## src/rtl/fetch_queue.sv

```systemverilog
// In-order {PC, instruction} buffer between fetch and decode.
// Tags each entry with a fetch-address exception flag and empties in one cycle on redirect.
module fetch_queue #(
   parameter int          DEPTH = 4,
   parameter int          PTR_W = 2,
   parameter logic [31:0] IM_LO = 32'h0000_3000,
   parameter logic [31:0] IM_HI = 32'h0000_6FFC
) (
   input  logic             clk,
   input  logic             reset,
   input  logic             flush,
   input  logic             in_valid,
   input  logic [31:0]      in_pc,
   input  logic [31:0]      in_instr,
   output logic             in_ready,
   output logic             out_valid,
   output logic [31:0]      out_pc,
   output logic [31:0]      out_instr,
   output logic             out_exc,
   input  logic             out_ready,
   output logic [PTR_W:0]   count
);

   localparam logic [PTR_W:0] FULL_CNT = (PTR_W+1)'(DEPTH);

   logic [31:0]      r_pc_mem    [DEPTH];
   logic [31:0]      r_instr_mem [DEPTH];
   logic             r_exc_mem   [DEPTH];

   logic [PTR_W-1:0] r_head;
   logic [PTR_W-1:0] r_tail;
   logic [PTR_W:0]   r_count;
   logic [PTR_W:0]   w_count_next;

   logic             w_push;
   logic             w_pop;
   logic             w_in_exc;

   // Handshakes depend on registered occupancy only, so in_ready never sees out_ready.
   assign in_ready  = (r_count != FULL_CNT);
   assign out_valid = (r_count != '0);
   assign w_push    = in_valid & in_ready;
   assign w_pop     = out_valid & out_ready;

   assign w_in_exc  = (in_pc[1:0] != 2'b00) | (in_pc < IM_LO) | (in_pc > IM_HI);

   always_comb begin
      w_count_next = r_count;
      case ({w_push, w_pop})
         2'b10:   w_count_next = r_count + (PTR_W+1)'(1);
         2'b01:   w_count_next = r_count - (PTR_W+1)'(1);
         default: w_count_next = r_count;
      endcase
   end

   // Entry storage is never cleared; the pointers and count alone define what is live.
   always_ff @(posedge clk) begin
      if (w_push) begin
         r_pc_mem[r_tail]    <= in_pc;
         r_instr_mem[r_tail] <= in_instr;
         r_exc_mem[r_tail]   <= w_in_exc;
      end
   end

   always_ff @(posedge clk) begin
      if (reset || flush) begin
         r_head  <= '0;
         r_tail  <= '0;
         r_count <= '0;
      end else begin
         if (w_push) r_tail <= r_tail + PTR_W'(1);
         if (w_pop)  r_head <= r_head + PTR_W'(1);
         r_count <= w_count_next;
      end
   end

   // Gate the head so an empty queue presents a clean bubble (nop at PC 0).
   always_comb begin
      out_pc    = 32'h0;
      out_instr = 32'h0;
      out_exc   = 1'b0;
      if (out_valid) begin
         out_pc    = r_pc_mem[r_head];
         out_instr = r_instr_mem[r_head];
         out_exc   = r_exc_mem[r_head];
      end
   end

   assign count = r_count;

endmodule

```

## config.mk

```make
export PLATFORM = sky130hd
export DESIGN_NAME = fetch_queue
export DESIGN_NICKNAME = d
export VERILOG_FILES = /design/src/rtl/fetch_queue.sv
export SDC_FILE = /design/constraint.sdc
export NUM_CORES = 1
export LEC_CHECK = 0
export CAP_MARGIN = 30
export CORE_MARGIN = 4
export CORE_UTILIZATION = 38
export CTS_CLUSTER_SIZE = 25
export DETAILED_ROUTE_END_ITERATION = 6
export PLACE_DENSITY_LB_ADDON = 0.08
export SLEW_MARGIN = 20
export SYNTH_ARGS = -nofsm -noshare
export SYNTH_HDL_FRONTEND = slang
export SYNTH_SLANG_ARGS = --single-unit
export TNS_END_PERCENT = 10
```

## constraint.sdc

```tcl
create_clock -name clk -period 6.5 [get_ports clk]
set_input_delay 1.3 -clock clk [delete_from_list [all_inputs] [get_ports clk]]
set_output_delay 1.3 -clock clk [all_outputs]
set_load 0.02 [all_outputs]
```

; ---- Word level (Yosys, flattened, before mapping)
; Memories as Yosys holds them, arrays and structs flattened. A register that Yosys moved wholly into a read port is not among the register bits.
; Cells that the tools add are included.
[word_totals]
regBits = 7
ramBits = 260
input_bits = 69
memories = 3
[memory_table]
columns = memory, depth, word_bits, rd, rd_clocked_by_memory_dff, write_ports, line_no
row1 = r_instr_mem, 4, 32, 1, 1, 1, 27  ; logic [31:0] r_instr_mem [DEPTH];
row2 = r_pc_mem, 4, 32, 1, 1, 1, 26  ; logic [31:0] r_pc_mem [DEPTH];
row3 = r_exc_mem, 4, 1, 1, 1, 1, 28  ; logic r_exc_mem [DEPTH];
[classes]
addsub = 4
order_cmp = 2
eq_ne = 3
mux = 12
bitwise_logic = 4
n_reduce_logical = 4
[op_table]
columns = cell, count
row1 = $mux 32, 2
row2 = $gt 32x15->1 const B, 1
row3 = $lt 32x14->1 const B, 1
row4 = $mux 2, 6
row5 = $pmux 3 s2, 1
row6 = $add 2x1->2 const B, 2
row7 = $reduce_bool 2->1, 2
row8 = $add 3x1->3 const B, 1
row9 = $mux 1, 3
row10 = $ne 3x3->1 const B, 1
row11 = $reduce_bool 3->1, 1
row12 = $sub 3x1->3 const B, 1
row13 = $and 1x1->1, 2
row14 = $eq 2x1->1 const B, 1
row15 = $eq 2x2->1 const B, 1
row16 = $or 1x1->1, 2
row17 = $logic_or 1x1->1, 1

; ---- Depth between registers and ports, before layout
[depth]
depth_word = 4
depth_mapped = 9
mapped_depth_nobuf = 8

; ---- Worst setup path before layout
; No wires, ideal clock.
[synth_path]
kind = input to register
from = input in_valid
to = memory r_exc_mem[0] (enable)
arrival_ns = 2.867
setup_slack_ns = 3.203
stages = 1
path_cell_list = and3_1
[synth_between]
elab_chain_cells = 3
[synth_lines]
columns = item, line_no
row1 = "start, declared", 12  ; input logic in_valid,
row2 = $and 1x1->1, 42  ; assign w_push = in_valid & in_ready;
row3 = $mux 1, 58  ; if (w_push) begin
row4 = $mux 1 (implied by the code), 61  ; r_exc_mem[r_tail] <= w_in_exc;
row5 = "end, declared", 28
; Every way passes these cells.

==> metrics.csv <==
metric,value,unit
instances_no_fill,989,
worst_path_max_delay_cell,dfxtp_4,
status,"complete, no violations",
ys_top_cells_by_count,"edfxtp_1, and2_1, mux4_2",
synth_most_common_cell,edfxtp_1,
hold_path_class,reg2reg,
yosysSeqAreaShare,77.2,%
setup_viol,0,
cts_resized,0,
min_period,4.35,ns
worst-path-buf-inv,2,
synth_seq_cells,269,
fin_tns_setup,0,ns
core_area,26900,um^2
path_depth,4,
synthArstFlopShare,0,%
fmax,230,MHz
ys.flop_type,edfxtp_1,
drt_pass1_iterations,5,
startpoint_type,flop,
fp.dieW,173,um
maxCapViolations,0,
dieArea,29900,um^2
cp_top_family,buffers and inverters,
worst_slew_pin_slew,0.722,ns
post-cts-setup-buffers,0,
reg2reg_depth,8,
yosysWarnings,0,
clkSinkCount,269,
power.density,281,nW/um^2
synth_edf_count,260,
insertion_delay,0.53,ns
cp_cell_sequence,"buf_4, mux4_2, and2_1, clkdlybuf4s50_1",
min_path_cells,2,
first_iter_violations,236,
hpwl,12600,um
hold_buffers,0,
timing.final.crit_share,66.9,%
antenna_found_initial,2,
final_max_slew_viol_count,0,
grt_pass1_vias,5648,
rsz0062_at_grt,no,
cts_tree,done,
routed_wl,21200,um
track_usage,14.2,%
nNetsFinal,702,
dpl.cell_count,938,
synthToLayoutAreaGrowth,25.7,%
num_antenna_cells,0,
synth_fp_nets,549,
worst_ep_arrival_time,3.05,ns
yosys.area.top_type_share,75.5,%
peakVddDrop,0.143,mV
syn_avg_cell_area,21.8,um^2
end_kind,output port,
netlist_instances,474,
ys_types,26,
ant_nets,0,
place_congestion,0.716,
grt_max_degree,67,
grt_pass1_wl,33100,um
numPortBuffers,138,
critPathMaxFanout,24,
yosys-top-cells-area,"edfxtp_1, mux4_2, and2_1, dfxtp_1, buf_6",
clk_pin_slew_worst_paths,0.06,ns
synth.cell_area,10300,um^2
drc,0,
leakagePower,4.11,nW
viasPerCell,5.03,
drive_above_1_share,17.6,%
ctsLongestPathBuffers,3,
root_buffer,clkbuf_16,
postLayoutCoreUtil,48.4,%
wl_per_cell,21.5,um
skew,0.0150,ns
overflow,0,
slew_headroom,51.9,%
synth_top_area_cell,edfxtp_1,
required,5.20,ns
start_util,38.5,%
cts_inserted_buffers,28,
critPathKind,reg2out,
die_h,173,um
htreeDepth,1,
dr_total_vias,4974,
critPathMaxStageDelay,0.67,ns
rows,60,
pin_count,139,
hold_viol_final,0,
## area by class of cell
class,count,area [um^2]
Fill cell,2225,13900
Timing Repair Buffer,146,1530
Clock inverter,17,68.8
Clock buffer,34,744
Tap cell,341,427
Multi-Input combinational cell,176,2210
Sequential cell,269,8000
Inverter,6,22.5
## where the power goes
part	total, mW	internal, mW	switching (mW)	leakage [nW]
clock	1.41	0.804	0.605	0.399
combinational	0.277	0.139	0.137	1.24
sequential	1.96	1.95	0.0124	2.47
total	3.65	2.89	0.755	4.11
## cells in the final DEF, fill, tap and decap left out, types with 5 or more instances in the layout
cell and count:
ha_1 5, clkbuf_16 29, mux4_2 65, nor2_1 7, edfxtp_1 260, clkdlybuf4s50_1 138, and2_1 65, nand2_1 6
dfxtp_1 7, inv_1 6, clkinv_1 13, clkbuf_1 5
## worst register-to-register path, stage by stage (launching register included)
cell,delay [ns]
dfxtp_1,0.42
or3b_1,0.48
nand2_1,0.19
ha_1,0.21
inv_1,0.06
fa_1,0.38
xor2_1,0.16
or3_1,0.30
a21oi_1,0.13
## final timing paths
check	start	end	slack (ns)
worst max-delay path	flop	out_pc[0]	2.15
worst min-delay path	r_tail[1]$_SDFFE_PP0P_	r_tail[1]$_SDFFE_PP0P_	0.52
worst min register to register	r_tail[1]$_SDFFE_PP0P_	r_tail[1]$_SDFFE_PP0P_	0.52
worst max register to register	count[2]$_SDFFE_PP0P_	count[2]$_SDFFE_PP0P_	4.11
## cell families after synthesis
logic type / synth area share (%)
mux: 14.3
xor+xnor: 0.423
fa+ha+maj: 0.798
buf+inv: 1.57
compound gates: 0.302
simple gates: 5.32
flops: 77.2
## through the flow
step / worst slack, ns / power [mW] / hold WS, ns / cell area (um^2)
floorplan: 3.20 / 2.13 / 0.471 / 10300
global route: 1.89 / 3.80 / 0.555 / 13000
finish: 2.15 / 3.65 / 0.518 / 13000
global placement: 2.58 / 2.27 / 0.481 / 12100
CTS: 2.00 / 3.70 / 0.519 / 13000
detailed placement: 2.57 / 2.28 / 0.511 / 12200
## flip-flops by register name, summed over array words and instances (netlist names), named ones only
| signal | flops |
|---|---|
| count | 3 |
| r_exc_mem | 4 |
| r_head | 2 |
| r_instr_mem | 128 |
| r_pc_mem | 128 |
| r_tail | 2 |
## layer usage
metal  vias to the layer above  part of all wire (%)  GRT usage (%)
li1                       2228                     -              -
met1                      2582                    43           18.7
met2                       132                    50           24.2
met3                        28                   5.8           3.19
met4                         4                   1.3           3.33
met5                         -                  0.13              0
Power figures use the tool's default switching activity.
